<file path="src/rtl/coreriscv_axi4_meta_pkg.sv">
// Shared types and widths for the L1 D-cache metadata write port.
// Latency: n/a (package only).
// Backpressure: n/a (package only).
// Optional feature macro: CORERISCV_AXI4_META_PARITY_EN adds one even-parity
// bit as the MSB of the array write data.
package coreriscv_axi4_meta_pkg;

  localparam int IDX_W = 7;
  localparam int TAG_W = 19;
  localparam int COH_W = 2;
  localparam int SETS  = 1 << IDX_W;

`ifdef CORERISCV_AXI4_META_PARITY_EN
  localparam int PAR_W = 1;
`else
  localparam int PAR_W = 0;
`endif

  localparam int META_W = TAG_W + COH_W + PAR_W;

  typedef enum logic {
    ST_INIT = 1'b0,
    ST_RUN  = 1'b1
  } state_t;

  // One queued arbiter grant, packed as {idx, way_en, tag, coh}.
  typedef struct packed {
    logic [IDX_W-1:0] idx;
    logic             way_en;
    logic [TAG_W-1:0] tag;
    logic [COH_W-1:0] coh;
  } meta_entry_t;

  localparam int ENTRY_W = $bits(meta_entry_t);

  function automatic meta_entry_t pack_entry(
    input logic [IDX_W-1:0] idx,
    input logic             way_en,
    input logic [TAG_W-1:0] tag,
    input logic [COH_W-1:0] coh
  );
    meta_entry_t e;
    e.idx    = idx;
    e.way_en = way_en;
    e.tag    = tag;
    e.coh    = coh;
    return e;
  endfunction

endpackage

</file>
<file path="src/rtl/coreriscv_axi4_meta_fifo.sv">
// Small in-order register FIFO, DEPTH entries of W bits, no bypass.
// Latency: data enqueued on an edge is visible at the head the following cycle.
// Backpressure: enq is ignored while full, deq is ignored while empty.
// Ports: clk/rst; enq + enq_data push; deq pops head_data; count, full, empty
// all derived from registered state only.
module coreriscv_axi4_meta_fifo #(
  parameter int DEPTH = 2,
  parameter int W     = 8
) (
  input  logic                       clk,
  input  logic                       rst,
  input  logic                       enq,
  input  logic [W-1:0]               enq_data,
  input  logic                       deq,
  output logic [W-1:0]               head_data,
  output logic [$clog2(DEPTH+1)-1:0] count,
  output logic                       full,
  output logic                       empty
);

  localparam int PW = (DEPTH > 1) ? $clog2(DEPTH) : 1;
  localparam int CW = $clog2(DEPTH + 1);

  logic [W-1:0]  mem [DEPTH];
  logic [PW-1:0] head;
  logic [PW-1:0] tail;
  logic          do_enq;
  logic          do_deq;

  function automatic logic [PW-1:0] ptr_inc(input logic [PW-1:0] p);
    return (p == PW'(DEPTH - 1)) ? '0 : p + 1'b1;
  endfunction

  assign full      = (count == CW'(DEPTH));
  assign empty     = (count == '0);
  assign do_enq    = enq & ~full;
  assign do_deq    = deq & ~empty;
  assign head_data = mem[head];

  // Storage is reset too so the head is never X while the queue is empty.
  always_ff @(posedge clk or posedge rst) begin
    if (rst) begin
      for (int i = 0; i < DEPTH; i++) mem[i] <= '0;
    end else if (do_enq) begin
      mem[tail] <= enq_data;
    end
  end

  always_ff @(posedge clk or posedge rst) begin
    if (rst) begin
      head  <= '0;
      tail  <= '0;
      count <= '0;
    end else begin
      if (do_enq) tail <= ptr_inc(tail);
      if (do_deq) head <= ptr_inc(head);
      case ({do_enq, do_deq})
        2'b10:   count <= count + CW'(1);
        2'b01:   count <= count - CW'(1);
        default: count <= count;
      endcase
    end
  end

endmodule

</file>
<file path="src/rtl/coreriscv_axi4_meta_writer.sv">
// Drives the tag/coherence array write port: clears every set after reset,
// then retires queued metadata-arbiter grants one per free array cycle.
// Latency: accept to array write is at least 1 cycle (no bypass).
// Backpressure: io_in_ready is low during the sweep and while the queue is
// full; it comes from registered state only, never from io_array_busy.
// Ports: clk, reset (async, active-high); io_in_* arbiter grant handshake;
// io_array_busy stalls writes; io_meta_* array write port; io_init_done,
// io_count status.
// Optional feature macro: CORERISCV_AXI4_META_PARITY_EN (even-parity MSB on wdata).
module coreriscv_axi4_meta_writer
  import coreriscv_axi4_meta_pkg::*;
#(
  parameter int DEPTH = 2
) (
  input  logic                       clk,
  input  logic                       reset,
  output logic                       io_in_ready,
  input  logic                       io_in_valid,
  input  logic [IDX_W-1:0]           io_in_bits_idx,
  input  logic                       io_in_bits_way_en,
  input  logic [TAG_W-1:0]           io_in_bits_data_tag,
  input  logic [COH_W-1:0]           io_in_bits_data_coh_state,
  input  logic                       io_array_busy,
  output logic                       io_meta_wen,
  output logic [IDX_W-1:0]           io_meta_addr,
  output logic                       io_meta_wmask,
  output logic [META_W-1:0]          io_meta_wdata,
  output logic                       io_init_done,
  output logic [$clog2(DEPTH+1)-1:0] io_count
);

  state_t           state;
  state_t           state_nxt;
  logic [IDX_W-1:0] init_ctr;
  logic             sweep_wr;
  logic             fifo_full;
  logic             fifo_empty;
  logic             fifo_enq;
  logic             fifo_deq;
  logic [ENTRY_W-1:0] fifo_head;
  meta_entry_t      head;
  logic [META_W-1:0] run_wdata;

  assign sweep_wr = (state == ST_INIT) & ~io_array_busy;

  // FSM: state register
  always_ff @(posedge clk or posedge reset) begin
    if (reset) state <= ST_INIT;
    else       state <= state_nxt;
  end

  // FSM: next state. Leaves INIT on the write of the last set.
  always_comb begin
    state_nxt = state;
    case (state)
      ST_INIT: if (sweep_wr && (init_ctr == '1)) state_nxt = ST_RUN;
      ST_RUN:  state_nxt = ST_RUN;
      default: state_nxt = ST_INIT;
    endcase
  end

  // Sweep counter advances only on cycles that actually write, so a busy
  // array stalls the sweep without skipping a set.
  always_ff @(posedge clk or posedge reset) begin
    if (reset)         init_ctr <= '0;
    else if (sweep_wr) init_ctr <= init_ctr + 1'b1;
  end

  assign io_init_done = (state == ST_RUN);
  assign io_in_ready  = (state == ST_RUN) & ~fifo_full;
  assign fifo_enq     = io_in_valid & io_in_ready;
  assign fifo_deq     = (state == ST_RUN) & io_meta_wen;

  coreriscv_axi4_meta_fifo #(
    .DEPTH (DEPTH),
    .W     (ENTRY_W)
  ) u_fifo (
    .clk       (clk),
    .rst       (reset),
    .enq       (fifo_enq),
    .enq_data  (pack_entry(io_in_bits_idx, io_in_bits_way_en,
                           io_in_bits_data_tag, io_in_bits_data_coh_state)),
    .deq       (fifo_deq),
    .head_data (fifo_head),
    .count     (io_count),
    .full      (fifo_full),
    .empty     (fifo_empty)
  );

  assign head = fifo_head;

`ifdef CORERISCV_AXI4_META_PARITY_EN
  assign run_wdata = {^{head.tag, head.coh}, head.tag, head.coh};
`else
  assign run_wdata = {head.tag, head.coh};
`endif

  // FSM: outputs. In RUN the port always shows the head entry; only wen
  // decides whether it is actually written.
  always_comb begin
    io_meta_wen   = 1'b0;
    io_meta_addr  = head.idx;
    io_meta_wmask = head.way_en;
    io_meta_wdata = run_wdata;
    case (state)
      ST_INIT: begin
        io_meta_wen   = ~io_array_busy;
        io_meta_addr  = init_ctr;
        io_meta_wmask = 1'b1;
        io_meta_wdata = '0;
      end
      ST_RUN: begin
        io_meta_wen = ~fifo_empty & ~io_array_busy;
      end
      default: ;
    endcase
  end

endmodule
</file>
<file path="config.mk">
export PLATFORM = sky130hd
export DESIGN_NAME = coreriscv_axi4_meta_writer
export DESIGN_NICKNAME = d
export VERILOG_FILES = /design/src/rtl/coreriscv_axi4_meta_pkg.sv /design/src/rtl/coreriscv_axi4_meta_fifo.sv /design/src/rtl/coreriscv_axi4_meta_writer.sv
export SDC_FILE = /design/constraint.sdc
export NUM_CORES = 1
export LEC_CHECK = 0
export BUFFER_PORTS_ARGS = -buffer_cell sky130_fd_sc_hd__clkbuf_2
export CAP_MARGIN = 40
export CELL_PAD_IN_SITES_DETAIL_PLACEMENT = 0
export CELL_PAD_IN_SITES_GLOBAL_PLACEMENT = 1
export CORE_MARGIN = 5
export CORE_UTILIZATION = 44
export DETAILED_ROUTE_END_ITERATION = 8
export PLACE_DENSITY_LB_ADDON = 0.25
export RECOVER_POWER = 100
export SLEW_MARGIN = 0
export SYNTH_ARGS = -nofsm -noshare
export SYNTH_HDL_FRONTEND = slang
export SYNTH_SLANG_ARGS = --single-unit
</file>
<file path="constraint.sdc">
create_clock -name clk -period 2.3 [get_ports clk]
set_input_delay 0.23 -clock clk [delete_from_list [all_inputs] [get_ports clk]]
set_output_delay 0.23 -clock clk [all_outputs]
set_load 0.02 [all_outputs]
</file>
==> results of run 1 <==
## per-stage QoR
step | util | instance area (sq um) | setup slack [ns] | hold slack [ns]
after floorplan | - | 3330 | 0.302 | 0.378
after detailed placement | 0.519 | 3790 | 0.464 | 0.307
final | 0.531 | 3870 | 0.293 | 0.107
after global routing | 0.531 | 3870 | 0.177 | 0.111
after global placement | 0.519 | 3790 | 0.551 | 0.304
after CTS | 0.547 | 3990 | 0.454 | 0.121
## power by group through the flow
stage | Clock (mW) | Sequential [mW] | Combinational (mW)
floorplan | 0 | 1.37 | 0.250
global placement | 0 | 1.39 | 0.378
detailed placement | 0 | 1.39 | 0.382
CTS | 1.00 | 1.37 | 0.383
global route | 1.05 | 1.38 | 0.401
finish | 0.974 | 1.37 | 0.357
## placed cells by master, fill, tap and decap left out, types with 2 or more instances in the layout
| cell type | Yosys | final |
|---|---|---|
| clkbuf_1 | 5 | 34 |
| nor2_1 | 10 | 10 |
| dfrtp_1 | 70 | 70 |
| mux2_1 | 0 | 12 |
| xnor2_1 | 8 | 8 |
| clkbuf_2 | 0 | 37 |
| buf_12 | 1 | 3 |
| xor2_1 | 3 | 3 |
| mux2i_1 | 29 | 29 |
| nand2_1 | 2 | 2 |
| inv_1 | 2 | 2 |
| clkbuf_8 | 0 | 10 |
| ha_1 | 2 | 2 |
| mux2_2 | 39 | 39 |
| clkinv_2 | 0 | 2 |
| a21oi_1 | 8 | 8 |
| mux2_4 | 20 | 8 |
| nand4_1 | 4 | 4 |
| nor2b_1 | 21 | 21 |
## logic make-up (layout without fill, tap and decap cells)
group	count (synthesis)	count (layout)
and+or+nand+nor	44	44
AOI/OAI and AO/OA	9	9
muxes	88	88
buffers and inverters	17	92
adders and majority gates	2	2
xor gates and xnor gates	11	11
DFF	70	70
## metal layers
layer,up-vias,global-route usage,part of all wire
met5,-,0,0
met4,0,0.0518,0.016
met3,8,0.0417,0.042
met2,42,0.236,0.47
met1,1032,0.184,0.47
li1,976,-,-
## registers in the layout, indices dropped and copies added (netlist names)
name          flops
init_ctr          7
io_init_done      1
u_fifo.count      2
u_fifo.head       1
u_fifo.mem       58
u_fifo.tail       1
## critical path: stages, from the launching register on
cell      delay, ns
dfrtp_1        0.44
nand2b_4       0.18
and4b_1        0.61
clkbuf_2       0.34
mux2_4         0.32
## area by class of cell
class / count / area, sq um
Fill cell: 693 / 3420
Sequential cell: 70 / 1750
Multi-Input combinational cell: 154 / 1420
Timing Repair Buffer: 75 / 387
Clock buffer: 11 / 141
Tap cell: 99 / 124
Clock inverter: 4 / 47.5
Inverter: 2 / 7.51
## worst paths after layout
kind | to | start | depth (start not counted) | slack [ns]
max reg2reg | u_fifo.mem[36] | u_fifo.count[0] | 4 | 0.29
min | u_fifo.mem[10] | io_in_bits_data_tag[8] | 2 | 0.11
max in group asynchronous | u_fifo.mem[56] | reset | 4 | 0.86
min in group asynchronous | u_fifo.mem[39] | reset | 3 | 0.65
min reg2reg | u_fifo.mem[33] | u_fifo.mem[33] | 1 | 0.49
max | u_fifo.mem[36] | u_fifo.count[0] | 4 | 0.29
==> out/metrics.cfg, run 1 <==
[pwr]
p_leak_nw=1.79
switching_power_uw=741
power_frac_comb=0.132
p_clk_frac=0.361
p_per_area_nw_per_um2=697
peakVddDrop_mv=0.383
total_power_mw=2.70
seqPwrFrac=0.507
swShare=0.274
p_int_mw=1.96

[cells_and_area]
layout.nets=347
num_antenna_cells=0
fin_cells=415
syn2layout_area_growth_pct=16.5
drive_gt1_frac=0.329

[sta]
slew_violations=0
fin_skew_ns=0.00906
timing.setup.tns_ns=0
hold_violations=0
worst_pin_slew_ns=1.01
setup_viol=0
fmax_mhz=498
layout_min_cycle_time_ns=2.01
period_share=0.873
rsz0062_at_grt=false
max_slew_margin=0.327

[clock_tree]
cts_max_path_buffers=2
cts.sinks=70
tritoncts=done
worst_skew_pair.late_latency_ns=0.34
clk_pin_slew_worst_paths_ns=0.08
ctsHoldBuffers=1
cts_root_buffer=clkbuf_8
htreeDepth=3
cts.repair.resized=0
post_cts_buffers=0
numCtsBuffers=9

[setup_path]
cp-end-kind=flop
crit_required_ns=2.53
worst-setup-path-type=flop to flop
crit_path_start_kind=flop
worstPathArrival_ns=2.23
path_max_fanout=10

[grt]
groute.usage.overall=0.145
grt_pass1_wl_um=11100
grt_max_degree=47
grt_antenna_before_repair=0
grt_remaining_overflow=0
grt_pass1_vias=2285

[synthesis]
synthFlopType=dfrtp_1
synth_common_cells=dfrtp_1 (70), mux2_2 (39), mux2i_1 (29), nor2b_1 (21), mux2_4 (20)
synth_top_area_frac=0.527
synth_edf_count=0
avgSynthCellArea_sq_um=13.8
ys_ff_latch=70
synthAdderAreaFrac=0.00752
syn-num-nets=276
synth.distinct_cells=26
synth-async-reset-ratio=1.00
synth_top_area_cell=dfrtp_1
ys_seq_area_frac=0.527
yosysMostFrequentCell=dfrtp_1
synth_area_sq_um=3330
synth_compound_area_frac=0.0143
yosysWarnings=0
syn_inst=241
synth_area_leaders=dfrtp_1 (53%), mux2_2 (13%), mux2_4 (9.0%)
synth_xor_area_frac=0.0290
synth_top_family_by_area=multiplexers
yosys.area_share.simple=0.0790
synthMuxAreaShare=0.310

[floorplanning]
core_sq_um=7290
die_h_um=96.9
start_util=0.456
rows=31
io_pins=67
die_width_um=96.9
dieArea_sq_um=9400

[drt]
drt_pass1_iterations=4
wl_um=6480
vias=2058
drt_iter0_markers=45
wl_per_cell_um=15.6
drc=0
via_per_inst=4.96
ant_nets=0

[place]
gp_congestion=0.734
hpwl_um=4480
port_buffers=66
placedCellCount=399

[job]
drv_cap=0

[hold_path]
min_path_type=input pin to flop

[run_status]
status=completed

Power figures use the tool's default switching activity.
==> run 2: changes to the inputs <==
--- a/config.mk
+++ b/config.mk
@@ -5,12 +5,12 @@
 export SDC_FILE = /design/constraint.sdc
 export NUM_CORES = 1
 export LEC_CHECK = 0
-export BUFFER_PORTS_ARGS = -buffer_cell sky130_fd_sc_hd__clkbuf_2
+export BUFFER_PORTS_ARGS = -buffer_cell sky130_fd_sc_hd__buf_2
 export CAP_MARGIN = 40
 export CELL_PAD_IN_SITES_DETAIL_PLACEMENT = 0
 export CELL_PAD_IN_SITES_GLOBAL_PLACEMENT = 1
 export CORE_MARGIN = 5
-export CORE_UTILIZATION = 44
+export CORE_UTILIZATION = 40
 export DETAILED_ROUTE_END_ITERATION = 8
 export PLACE_DENSITY_LB_ADDON = 0.25
 export RECOVER_POWER = 100
==> out/metrics.cfg, run 2 (same netlist as run 1, synthesis figures left out) <==
[run_status]
status=completed

[clock_tree]
clk_pin_slew_worst_paths_ns=0.07  ; about the same
ctsHoldBuffers=0  ; -1
htreeDepth=3  ; unchanged
post_cts_buffers=0  ; unchanged
numCtsBuffers=9  ; unchanged
cts_max_path_buffers=2  ; unchanged
worst_skew_pair.late_latency_ns=0.34  ; about the same
cts.sinks=70  ; unchanged
cts_root_buffer=clkbuf_8
cts.repair.resized=0  ; unchanged
tritoncts=done

[sta]
slew_violations=0  ; unchanged
max_slew_margin=0.215  ; -0.112
layout_setup_ws_ns=0.271  ; -0.0222 ns
period_share=0.882  ; +0.00966
setup_viol=0  ; unchanged
fmax_mhz=493  ; -1.1%
worst_pin_slew_ns=1.18  ; +0.167 ns
layout_min_cycle_time_ns=2.03  ; +0.0222 ns
fin_skew_ns=0.00520  ; -0.00386 ns
hold_violations=0  ; unchanged
timing.setup.tns_ns=0  ; unchanged
rsz0062_at_grt=false

[pwr]
peakVddDrop_mv=0.312  ; -19%
p_per_area_nw_per_um2=679  ; -2.7%
p_leak_nw=1.76  ; -1.7%
swShare=0.281  ; +0.00675
p_clk_frac=0.330  ; -0.031
total_power_mw=2.57  ; -4.8%
seqPwrFrac=0.533  ; +0.026
p_int_mw=1.85  ; -5.6%
power_frac_comb=0.137  ; +0.005
switching_power_uw=723  ; -2.4%

[hold_path]
min_path_type=input pin to flop
hold_path_depth=2  ; unchanged

[place]
port_buffers=66  ; unchanged
gp_congestion=0.689  ; -6.1%
hpwl_um=4600  ; +2.6%
post-place-ws_ns=0.382  ; -0.0824 ns

[grt]
groute.usage.overall=0.137  ; -0.00799
grt_pass1_wl_um=10900  ; -2.3%
grt_remaining_overflow=0  ; unchanged
grt_max_degree=45  ; -4.3%
grt_pass1_vias=2183  ; -4.5%
grt_antenna_before_repair=0  ; unchanged

[setup_path]
path_max_fanout=16  ; +6
crit_path_start_kind=flop
reg2regPathDepth=5  ; +1
reg2reg_slack_ns=0.35  ; +0.06 ns
cp-end-kind=output pin
worst-setup-path-type=flop to output pin
crit_required_ns=2.07  ; -0.46 ns
worstPathArrival_ns=1.80  ; -0.43 ns

[floorplanning]
dieArea_sq_um=10200  ; +8.9%
die_width_um=101  ; +4.4%
rows=33  ; +6.5%
core_sq_um=8180  ; +12%
io_pins=67  ; unchanged
start_util=0.407  ; -0.0493
die_h_um=101  ; +4.4%

[cells_and_area]
final_cell_mix=dfrtp_1 (69), mux2_2 (39), clkbuf_1 (36), buf_2 (36), mux2i_1 (29)
layout.nets=346  ; -0.29%
drive_gt1_frac=0.307  ; -0.0222
num_antenna_cells=0  ; unchanged
largest_reg_flops=58  ; unchanged
syn2layout_area_growth_pct=14.0
top_regs=u_fifo.mem: 58 flops, init_ctr: 7 flops, u_fifo.count: 2 flops
final_common_cell=dfrtp_1
largest_register=u_fifo.mem
fillers=799  ; +15%

[drt]
ant_nets=0  ; unchanged
drt_pass1_iterations=4  ; unchanged
wl_um=6530  ; +0.82%
drc=0  ; unchanged
drt_iter0_markers=29  ; -36%
vias=2028  ; -1.5%
wl_per_cell_um=15.5  ; -0.62%
via_per_inst=4.82  ; -2.9%

[job]
drv_cap=0  ; unchanged

## run 2: cell type report
cell class,instances,area [sq um],share of cell area
flip-flops and latches,70,1750,0.462
multi-input cells,154,1380,0.365
repair buffers,74,348,0.0917
clock buffers,12,145,0.0383
well taps,105,131,0.0347
clock inverters,4,22.5,0.00594
inverters,2,7.51,0.00198
## run 2: path summary, 6_finish.rpt
check | endpoint | startpoint
setup / recovery | io_meta_wdata[20] | u_fifo.head
hold / removal | u_fifo.mem[14] | io_in_bits_data_tag[12]
setup reg to reg | u_fifo.count[1] | io_init_done
hold reg to reg | u_fifo.mem[34] | u_fifo.mem[34]
max in group asynchronous | u_fifo.head | reset
min in group asynchronous | u_fifo.mem[40] | reset
## run 2: worst max-delay path, stage by stage, from the launching register on
cell and delay (ns):
dfrtp_2 0.72, buf_12 0.25, mux2i_1 0.09, nor2b_1 0.14, clkbuf_1 0.25
## run 2: metal layers
layer,global-route usage,vias to the layer above,wire [um]
li1,-,978,-
met1,0.179,985,3050
met2,0.216,54,2970
met3,0.0358,11,394
met4,0.0583,0,112
met5,0,-,0
## run 2: power by group through the flow
stage | sequential (mW) | combinational [mW] | clock, mW
floorplan | 1.37 | 0.250 | 0
global placement | 1.39 | 0.378 | 0
global route | 1.39 | 0.403 | 0.932
CTS | 1.37 | 0.384 | 0.881
detailed placement | 1.39 | 0.376 | 0
finish | 1.37 | 0.354 | 0.849
## run 2: through the flow
step            util  hold WS, ns  area (sq um)  instances
3_3_place_gp   0.461        0.371          3770        405
6_report       0.464        0.124          3790        421
3_5_place_dp   0.461        0.369          3770        405
4_1_cts        0.482      0.00460          3940        421
5_1_grt        0.464        0.116          3790        421
2_1_floorplan      -        0.378          3330        241
==> run 3: changes to the inputs <==
--- a/config.mk
+++ b/config.mk
@@ -11,6 +11,7 @@
 export CELL_PAD_IN_SITES_GLOBAL_PLACEMENT = 1
 export CORE_MARGIN = 5
 export CORE_UTILIZATION = 40
+export CTS_BUF_LIST = sky130_fd_sc_hd__clkbuf_2
 export DETAILED_ROUTE_END_ITERATION = 8
 export PLACE_DENSITY_LB_ADDON = 0.25
 export RECOVER_POWER = 100
==> out/metrics.cfg, run 3 (same netlist as run 1, synthesis figures left out) <==
[job]
drv_cap=0  ; unchanged

[grt]
grt_pass1_vias=2260  ; +3.5%
grt_antenna_before_repair=0  ; unchanged
grt_pass1_wl_um=11100  ; +2.0%
groute.usage.overall=0.139  ; +0.00190
grt_remaining_overflow=0  ; unchanged
grt_max_degree=45  ; unchanged

[floorplanning]
dieArea_sq_um=10200  ; unchanged
io_pins=67  ; unchanged
rows=33  ; unchanged
die_width_um=101  ; unchanged
core_sq_um=8180  ; unchanged
start_util=0.407  ; unchanged
die_h_um=101  ; unchanged

[sta]
max_slew_margin=0.222  ; +0.00662
hold_violations=0  ; unchanged
rsz0062_at_grt=false
fin_skew_ns=0.0113  ; +0.00611 ns
worst_pin_slew_ns=1.17  ; -0.00992 ns
fmax_mhz=486  ; -1.3%
hold_ws_ns=0.105  ; -0.0191 ns
setup_viol=0  ; unchanged
slew_violations=0  ; unchanged
period_share=0.894  ; +0.0121
layout_min_cycle_time_ns=2.06  ; +0.0278 ns
timing.setup.tns_ns=0  ; unchanged

[drt]
ant_nets=0  ; unchanged
drc=0  ; unchanged
drt_iter0_markers=22  ; -24%
via_per_inst=4.72  ; -2.1%
drt_pass1_iterations=4  ; unchanged
wl_per_cell_um=14.7  ; -5.0%
vias=2127  ; +4.9%
wl_um=6640  ; +1.7%

[cells_and_area]
largest_reg_flops=58  ; unchanged
top_regs=u_fifo.mem: 58 flops, init_ctr: 7 flops, u_fifo.count: 2 flops
syn2layout_area_growth_pct=20.7
final_cell_mix=dfrtp_1 (69), mux2_2 (39), buf_2 (36)
num_antenna_cells=0  ; unchanged
layout.nets=376  ; +8.7%
largest_register=u_fifo.mem
final_common_cell=dfrtp_1
drive_gt1_frac=0.303  ; -0.00349

[clock_tree]
htreeDepth=3  ; unchanged
tritoncts=done
post_cts_buffers=0  ; unchanged
cts.sinks=70  ; unchanged
worst_skew_pair.late_latency_ns=0.46  ; +0.12 ns
numCtsBuffers=9  ; unchanged
cts_max_path_buffers=2  ; unchanged
clk_pin_slew_worst_paths_ns=0.17  ; +0.10 ns
cts_root_buffer=clkbuf_2

[setup_path]
path_max_fanout=16  ; unchanged
crit_required_ns=2.07  ; about the same
worst-setup-path-type=flop to output pin
cp-end-kind=output pin
crit_path_start_kind=flop
worstPathArrival_ns=1.83  ; +0.03 ns

[pwr]
total_power_mw=2.31  ; -10%
peakVddDrop_mv=0.358  ; +15%
p_per_area_nw_per_um2=575  ; -15%
p_leak_nw=1.88  ; +6.8%

[place]
hpwl_um=4600  ; unchanged
gp_congestion=0.689  ; unchanged
port_buffers=66  ; unchanged

[hold_path]
min_path_type=input pin to flop

[run_status]
status=completed

==> run 3: cell types whose count changed in the layout (fill, tap and decap cells not counted), sizes merged <==
| cell | delta |
|---|---|
| dlygate4sd3 | +30 |
| buf | -1 |
| clkinv | +1 |
==> run 3: per-stage QoR <==
step	setup slack [ns]	cell area (sq um)	instances	utilization
3_5_place_dp	0.382	3770	405	0.461
6_report	0.243	4010	451	0.491
5_1_grt	0.0850	4010	451	0.491
2_1_floorplan	0.302	3330	241	-
3_3_place_gp	0.395	3770	405	0.461
4_1_cts	0.0795	4150	451	0.508
==> run 3: area by class of cell <==
class,instances,area [sq um]
Clock buffer,11,55.1
Clock inverter,5,26.3
Fill cell,791,4160
Inverter,2,7.51
Multi-Input combinational cell,154,1380
Sequential cell,70,1760
Tap cell,105,131
Timing Repair Buffer,104,654
==> run 3: critical path, cell delays in order (launching register included) <==
cell,delay (ns)
dfrtp_4,0.66
buf_12,0.22
mux2i_1,0.12
nor2b_1,0.12
clkbuf_1,0.24
==> run 3: timing repair <==
action                                  in CTS  in global routing
resized for setup                            0                  1
endpoints found under the setup margin       0                  2
endpoints found under the hold margin       86                  0
hold buffers                                30                  0
==> run 3: power by group <==
group / internal (mW) / leakage, nW / total, mW / switching [mW]
registers: 1.30 / 0.964 / 1.37 / 0.0740
logic: 0.173 / 0.852 / 0.390 / 0.217
clock network: 0.143 / 0.0591 / 0.549 / 0.406
total: 1.61 / 1.88 / 2.31 / 0.697
==> run 3: metal layers <==
metal / global-route usage / up-vias / wire length, um
met1: 0.181 / 1033 / 3110
met3: 0.0344 / 11 / 348
met5: 0 / - / 0
met4: 0.0583 / 0 / 109
met2: 0.221 / 49 / 3070
li1: - / 1034 / -
==> run 3: worst paths after layout <==
check | cells after the start | start | endpoint | slack [ns]
hold / removal | 3 | io_array_busy | u_fifo.head | 0.10
setup reg to reg | 4 | u_fifo.count[0] | u_fifo.mem[11] | 0.26
setup / recovery | 4 | u_fifo.head | io_meta_wdata[5] | 0.24
min in group asynchronous | 3 | reset | u_fifo.mem[40] | 0.61
max in group asynchronous | 4 | reset | u_fifo.mem[34] | 0.49
hold reg to reg | 1 | u_fifo.mem[34] | u_fifo.mem[34] | 0.51
